**config.mk**
```make
export PLATFORM = sky130hd
export DESIGN_NAME = icache_sa
export DESIGN_NICKNAME = d
export VERILOG_FILES = /design/src/rtl/icache_sa.sv
export SDC_FILE = /design/constraint.sdc
export NUM_CORES = 2
export LEC_CHECK = 0
export CORE_UTILIZATION = 50
export DETAILED_ROUTE_END_ITERATION = 8
export PLACE_DENSITY = 0.75
export REMOVE_ABC_BUFFERS = 1
export SETUP_SLACK_MARGIN = 0.15
export SYNTH_ARGS = -nofsm -noshare
export SYNTH_HDL_FRONTEND = slang
export SYNTH_SLANG_ARGS = --single-unit
```
**constraint.sdc**
```tcl
create_clock -name clk -period 26 [get_ports clk]
set_input_delay 5.2 -clock clk [delete_from_list [all_inputs] [get_ports clk]]
set_output_delay 5.2 -clock clk [all_outputs]
set_load 0.01 [all_outputs]
```
**src/rtl/icache_sa.sv**
```systemverilog
// Set-associative read-only instruction cache with per-set round-robin replacement,
// fence.i flush and hit/miss counters. One outstanding 128-bit block fill at a time.
module icache_sa #(
  parameter int SET_BITS = 2,
  parameter int WAYS     = 2
) (
  input  logic         clk,
  input  logic         proc_reset,
  input  logic         proc_read,
  input  logic         proc_write,
  input  logic [29:0]  proc_addr,
  input  logic [31:0]  proc_wdata,
  input  logic         proc_flush,
  output logic [31:0]  proc_rdata,
  output logic         proc_stall,
  output logic         mem_read,
  output logic         mem_write,
  output logic [27:0]  mem_addr,
  input  logic [127:0] mem_rdata,
  output logic [127:0] mem_wdata,
  input  logic         mem_ready,
  output logic [31:0]  hit_cnt,
  output logic [31:0]  miss_cnt
);
  // state    | meaning
  // IDLE     | lookup / flush, hits served with zero added latency
  // READ_MEM | block fill outstanding, victim way already chosen
  localparam int SETS     = 1 << SET_BITS;
  localparam int TAG_W    = 28 - SET_BITS;
  localparam int WAY_BITS = (WAYS > 1) ? $clog2(WAYS) : 1;

  typedef enum logic {IDLE, READ_MEM} state_t;

  state_t                    state;
  logic                      mem_ready_q;
  logic [SETS-1:0][WAYS-1:0] valid;
  logic [TAG_W-1:0]          tag_mem  [SETS][WAYS];
  logic [127:0]              data_mem [SETS][WAYS];
  logic [WAY_BITS-1:0]       rr_ptr   [SETS];
  logic [WAY_BITS-1:0]       victim;
  logic                      victim_rr;

  logic [TAG_W-1:0]    addr_tag;
  logic [SET_BITS-1:0] addr_set;
  logic                hit;
  logic [127:0]        hit_block;
  logic                inv_found;
  logic [WAY_BITS-1:0] inv_way;
  logic [31:0]         hit_word;
  logic [31:0]         fill_word;
  logic                unused;

  assign addr_tag  = proc_addr[29:2+SET_BITS];
  assign addr_set  = proc_addr[1+SET_BITS:2];
  assign hit_word  = hit_block[{proc_addr[1:0], 5'd0} +: 32];
  assign fill_word = mem_rdata[{proc_addr[1:0], 5'd0} +: 32];
  assign mem_write = 1'b0;
  assign mem_wdata = '0;
  assign unused    = ^{proc_write, proc_wdata};

  always_comb begin
    hit       = 1'b0;
    hit_block = '0;
    for (int w = 0; w < WAYS; w++) begin
      if (valid[addr_set][w] && tag_mem[addr_set][w] == addr_tag) begin
        hit       = 1'b1;
        hit_block = data_mem[addr_set][w];
      end
    end
    // Scan downwards so the lowest-numbered invalid way wins.
    inv_found = 1'b0;
    inv_way   = '0;
    for (int w = WAYS - 1; w >= 0; w--) begin
      if (!valid[addr_set][w]) begin
        inv_found = 1'b1;
        inv_way   = WAY_BITS'(w);
      end
    end
  end

  always_comb begin
    proc_rdata = '0;
    proc_stall = 1'b0;
    mem_read   = 1'b0;
    mem_addr   = '0;
    case (state)
      IDLE: begin
        if (proc_flush) begin
          proc_stall = 1'b1;
        end else if (proc_read) begin
          if (hit) begin
            proc_rdata = hit_word;
          end else begin
            proc_stall = 1'b1;
            mem_read   = 1'b1;
            mem_addr   = proc_addr[29:2];
          end
        end
      end
      READ_MEM: begin
        if (mem_ready_q) begin
          proc_rdata = fill_word;
        end else begin
          proc_stall = 1'b1;
          mem_read   = 1'b1;
          mem_addr   = proc_addr[29:2];
        end
      end
    endcase
  end

  always_ff @(posedge clk) begin
    if (proc_reset) begin
      state       <= IDLE;
      mem_ready_q <= 1'b0;
      valid       <= '0;
      hit_cnt     <= '0;
      miss_cnt    <= '0;
      victim      <= '0;
      victim_rr   <= 1'b0;
      for (int s = 0; s < SETS; s++) begin
        rr_ptr[s] <= '0;
        for (int w = 0; w < WAYS; w++) begin
          tag_mem[s][w]  <= '0;
          data_mem[s][w] <= '0;
        end
      end
    end else begin
      mem_ready_q <= mem_ready;
      case (state)
        IDLE: begin
          if (proc_flush) begin
            valid <= '0;
          end else if (proc_read) begin
            if (hit) begin
              hit_cnt <= hit_cnt + 32'd1;
            end else begin
              miss_cnt  <= miss_cnt + 32'd1;
              victim    <= inv_found ? inv_way : rr_ptr[addr_set];
              victim_rr <= !inv_found;
              state     <= READ_MEM;
            end
          end
        end
        READ_MEM: begin
          if (mem_ready_q) begin
            for (int w = 0; w < WAYS; w++) begin
              if (victim == WAY_BITS'(w)) begin
                valid[addr_set][w]    <= 1'b1;
                tag_mem[addr_set][w]  <= addr_tag;
                data_mem[addr_set][w] <= mem_rdata;
              end
            end
            if (victim_rr) begin
              rr_ptr[addr_set] <= (rr_ptr[addr_set] == WAY_BITS'(WAYS - 1)) ?
                                  '0 : rr_ptr[addr_set] + 1'b1;
            end
            state <= IDLE;
          end
        end
      endcase
    end
  end
endmodule

```
# After elaboration in Yosys (flattened, before gate mapping)
# Memory sizes are Yosys's and may differ from the RTL's.
# Cells that the tools add are included.
# Widths: inputs -> output; s select.
classes:
  eq_ne: 4
  n_mux: 66
  reduce_logical: 10
  add_sub_neg: 3
  n_bitwise: 5
  n_shift: 2
  n_lt_le_gt_ge: 2
ops:
  columns: ["cell", "n"]
  rows:
  - ["$mux 128", 2]
  - ["$mux 256", 1]
  - ["$reduce_or 256->1", 1]
  - ["$shiftx 128x8->32", 2]
  - ["$mux 32", 4]
  - ["$mux 28", 4]
  - ["$add 32x1->32 const B", 2]
  - ["$pmux 32 s2", 1]
  - ["$mux 8", 7]
  - ["$pmux 28 s2", 1]
  - ["$eq 26x26->1", 2]
  - ["$mux 52", 1]
  - ["$reduce_or 52->1", 1]
  - ["$mux 1", 32]
  - ["$or 8x8->8", 2]
  - ["$pmux 8 s2", 1]
  - ["$mux 2", 7]
  - ["$demux 2 s2", 2]
  - ["$reduce_and 4->1", 2]
  - ["$bmux 2 s2", 1]
  - ["$pmux 1 s2", 2]
  - ["$logic_and 1x1->1", 3]
  - ["$lt 2x3->1 const B", 1]
  - ["$not 1->1", 3]
  - ["7 further kinds", 7]
word_totals:
  out_inout_bits: 255
  mem_count: 3
  reg_bits: 76
  in_bits: 196
  ramBits: 1236
  elab_cells: 105
mem_list:
  columns: ["name", "words", "width", "rd", "rd_ports_with_merged_regs", "wr", "line", "source"]
  rows:
  - ["data_mem", 4, 256, 1, 0, 4, "38", "logic [127:0] data_mem [SETS][WAYS];"]
  - ["tag_mem", 4, 52, 1, 0, 4, "37", "logic [TAG_W-1:0] tag_mem [SETS][WAYS];"]
  - ["rr_ptr", 4, 1, 1, 0, 4, "39", "logic [WAY_BITS-1:0] rr_ptr [SETS];"]

# Longest topological paths before layout
logic_depth:
  ltp_word: 13
  mapped_depth: 16
  mapped_depth_nobuf: 8

# Least setup slack after synthesis
# OpenSTA, ideal clock, no wires.
synth_timing:
  kind: "input to register"
  startpoint: "input proc_addr[2]"
  endpoint: "memory data_mem[3][0] (netlist name), enable pin"
  path_stages: 12
  arrival_ns: 17.836
  n_path_buf: 10
  setup_slack_ns: 7.284
  setup_ns: 0.881
  required_ns: 25.119
  cell_sequence: "buf_6 -> buf_12 -> buf_12 -> buf_12 -> buf_8 -> buf_2 -> buf_4 -> buf_2 -> buf_2 -> nand3_1 -> clkbuf_1 -> o21ai_0"
synth_lines:
  columns: ["item", "line", "source"]
  rows:
  - ["start, declared", "11", "input logic [29:0] proc_addr,"]
  - ["end, declared", "38", null]

# Worst setup path after layout
layout_timing:
  startpoint: "input proc_addr[2]"
  endpoint: "output proc_rdata[25]"
layout_between:
  elab_chain_len: 10
  word_cells_on_any_way: 17
  classes_between: "eq/ne (2); shift (1); mux (10); reduce/logical (2); memory (2)"
layout_lines:
  columns: ["item", "line", "source"]
  rows:
  - ["$mem_v2 4x52 / $bmux 2 s2 (equally long branches)", null, null]
  - ["$eq 26x26->1 / $mux 2 (equally long branches)", "65", "if (valid[addr_set][w] && tag_mem[addr_set][w] == addr_tag) begin"]
  - ["$logic_and 1x1->1", "65", null]
  - ["$mux 128 (2 in series)", "65", null]
  - ["$shiftx 128x8->32", "55", "assign hit_word = hit_block[{proc_addr[1:0], 5'd0} +: 32];"]
  - ["$mux 32 *", "91", "if (hit) begin"]
  - ["$mux 32 *", "90", "end else if (proc_read) begin"]
  - ["$mux 32 *", "88", "if (proc_flush) begin"]
  - ["$pmux 32 s2 *", "86", "case (state)"]
  - ["end, declared", "14", "output logic [31:0] proc_rdata,"]
# Mark *: on every way between the ends. The rest lies on a longest branch, timed or not. The select of a mux whose other input is x is not followed.

==> key figures <==
Clock tree
  • Root Buffer: clkbuf_16
  • TritonCTS clock tree: built
  • Later-pin clock latency in the skew report: 0.75 ns
  • Longest Clk Path Bufs: 3
  • Cts repair resizes: 0
  • Number of post-CTS setup repair buffers: 0
  • CTS Buf Count: 139
  • Clock transition at the registers of the reported paths: 0.05 ns
  • H-Tree Level Count: 4
  • Clk sink count: 1312
  • Hold-fix buffers, CTS: 0

Final layout
  • Layout net count: 4462
  • Synth-to-Final Area Change: 13.2%
  • Layout cells sized above 1: 15.1%
  • Non-Filler Cell Area, Final: 0.0702 mm²

Timing
  • Final worst slack: 9.31 ns
  • Clock Skew: 0.0291 ns
  • Unrepaired setup endpoints after global routing: no
  • Maximum clock frequency: 59.9 MHz
  • Max-Slew Margin vs Limit: 17.7%
  • Slew @ Worst Pin: 1.23 ns
  • Final hold vios: 0
  • Slew Limit Fails: 0
  • Final critical delay including setup and external delays: 16.69 ns
  • Final setup violation count: 0
  • Share of the cycle needed by the critical path after routing: 64.2%
  • Accumulated negative setup slack: 0 ns

Synth
  • Post-synth ARST share: 0%
  • Post-synth cell types: 77
  • Flip-flop and latch count after synthesis: 1312
  • Mean instance size in the synthesized netlist: 15.2 µm²
  • Area of the mapped netlist: 0.0620 mm²
  • Count of synthesis-stage warnings from yosys: 0
  • Area leader, netlist: edfxtp_1
  • Synth top area cells: edfxtp_1, mux4_2, and2_1
  • Flip-flop cell with the highest count after synthesis: edfxtp_1
  • Share of Yosys cell area claimed by the top area cell type: 59.8%
  • Synthesized netlist cell count: 4071
  • Share of the yosys chip area belonging to registers: 62.3%
  • Number of synthesized flops with an enable pin: 1236

Route
  • Detailed router's first-iteration violation count: 3298
  • First-pass iteration count of the detailed router: 5
  • Total wirelength of the detailed-routed design: 154000 µm
  • Total number of vias: 35100
  • Number of nets with antenna violations after routing: 0
  • Number of vias per cell after detailed routing: 5.85
  • Total DRC errors in the routed layout: 0
  • DR WL/cell: 25.7 µm

Floorplan
  • Number of top-level pins: 451
  • Initial cell density of the core: 50.7%
  • Area of the die: 0.126 mm²
  • Area of the placeable core: 0.122 mm²
  • Row cnt: 128
  • DIE HEIGHT: 354 µm
  • DIE WIDTH: 354 µm

Pwr
  • Power density of the placed cells: 66.0 mW/mm²
  • Power after layout: 4630 µW
  • Worst vdd ir: 0.0632 mV
  • Static leakage: 0.0249 µW

Global routing
  • Via count of the first global-routing pass: 36200
  • Residual overflow from global routing: 0
  • Largest net degree at the start of global routing: 156
  • GR Layer Usage met2: 40.2%
  • Global-route usage over all layers: 24.5%
  • Initial antenna violation count: 16
  • Global-route wire length before repair: 229000 µm
  • Global-route track usage on met3: 5.54%
  • Fraction of met1 tracks used by global routing: 33.1%
  • Grt peak-use layer: met2

Flow run
  • Number of maximum-capacitance violations: 0

Placement
  • Gp weighted congestion: 0.796
  • Instance area at placement: 0.0658 mm²
  • IO Port Bufs: 288
  • Worst slack at placement: 9.27 ns
  • Detailed-placement wirelength estimate: 81000 µm

Setup path
  • Req. time, crit path: 20.80 ns
  • Worst setup EP type: primary output
  • CP Class: input port to primary output
  • Crit path launch type: input port
  • Data arrival, critical path: 11.49 ns
  • Critical Path Fanout Max: 59

Outcome
  • Result of the run: finished clean

Hold path
  • Min-Delay Path Class: flop to flop
-- cells in the final DEF, fill, tap and decap left out, types with 29 or more instances in the layout --
cell             Yosys  final
mux2i_1            131    131
clkdlybuf4s50_1      0    283
inv_1               31     31
mux4_2             361    361
clkbuf_16            0    142
a221o_1             32     32
o21ai_0             32     29
a21oi_1             55     55
nand2_1             38     38
xnor2_1             42     42
clkinv_1             1     35
and2_1            1273   1272
nand3_1             31     31
nor3_1              31     31
edfxtp_1          1236   1236
dfxtp_1             76     76
nor2_1              45     37
buf_4              136     55
conb_1               1    129
-- metrics by stage --
step / util, % / hold slack (ns) / std cells
6_report: 57.4 / 0.461 / 5999
5_1_grt: 57.4 / 0.467 / 5998
4_1_cts: 57.4 / 0.463 / 5995
3_5_place_dp: 53.8 / 0.449 / 5748
3_3_place_gp: 53.8 / 0.443 / 5748
2_1_floorplan: - / 0.435 / 3775
-- cells by family after synthesis --
group	after synthesis	synth area share (%)
compound gates	193	2.20
mux	506	15.5
flops	1312	62.3
buf+inv	456	3.85
simple gates	1550	15.4
other cells	1	0.00604
xor+xnor	51	0.720
fa+ha+maj	2	0.0403
-- cell usage after synthesis (all sizes together) (13+ instances only) --
library cell,count
and2,1273
edfxtp,1236
mux4,364
clkbuf,236
buf,188
mux2i,131
dfxtp,76
a21oi,55
nor2,45
xnor2,42
nand2,38
o21ai,34
a221o,32
nor3,32
inv,31
nand3,31
nand4,27
or4,25
or3,22
o31ai,20
nor2b,13
-- final cells by class --
cell class              instances  area [µm²]
diodes                          4        10.0
repair buffers                348        3400
clock buffers                 170        3700
flip-flops and latches       1312       38600
inverters                      32         120
well taps                    1625        2030
multi-input cells            2431       21600
clock inverters                77         683
fillers                      9458       52100
-- registers in the layout (all words and copies together), names as in the netlist --
register and flops:
data_mem 1024, tag_mem 208, hit_cnt 32, miss_cnt 32, valid 8, rr_ptr 4, mem_ready_q 1, state 1
victim 1, victim_rr 1
-- power breakdown --
group | internal, µW | total [µW] | switching (µW)
clock network | 1100 | 1920 | 828
logic | 133 | 317 | 183
registers | 2370 | 2390 | 18.6
-- routing by layer --
layer  up-vias  part of all wire [%]
li1      15300                     -
met5         -                 0.071
met1     18000                    40
met4        18                   2.2
met2      1533                    49
met3       254                   8.6
-- worst max-delay path: stages --
cell             delay, ns
buf_8                 0.42
buf_4                 0.80
mux4_2                0.61
xnor2_1               0.33
nand3_1               0.13
a211o_1               0.26
nor4_1                0.69
o21ai_1               0.52
nor2_4                0.89
buf_4                 0.57
a221o_1               0.22
clkdlybuf4s50_1       0.68
-- worst paths after layout --
| kind | from | endpoint | slack [ns] | cells after the start |
|---|---|---|---|---|
| worst min register to register | valid[4] | valid[4] | 0.46 | 1 |
| worst min-delay path | valid[4] | valid[4] | 0.46 | 1 |
| worst max register to register | state | tag_mem[0][49] | 20.22 | 9 |
| worst max-delay path | proc_addr[2] | proc_rdata[25] | 9.31 | 12 |
No activity file was read; power rests on OpenSTA's default activity.
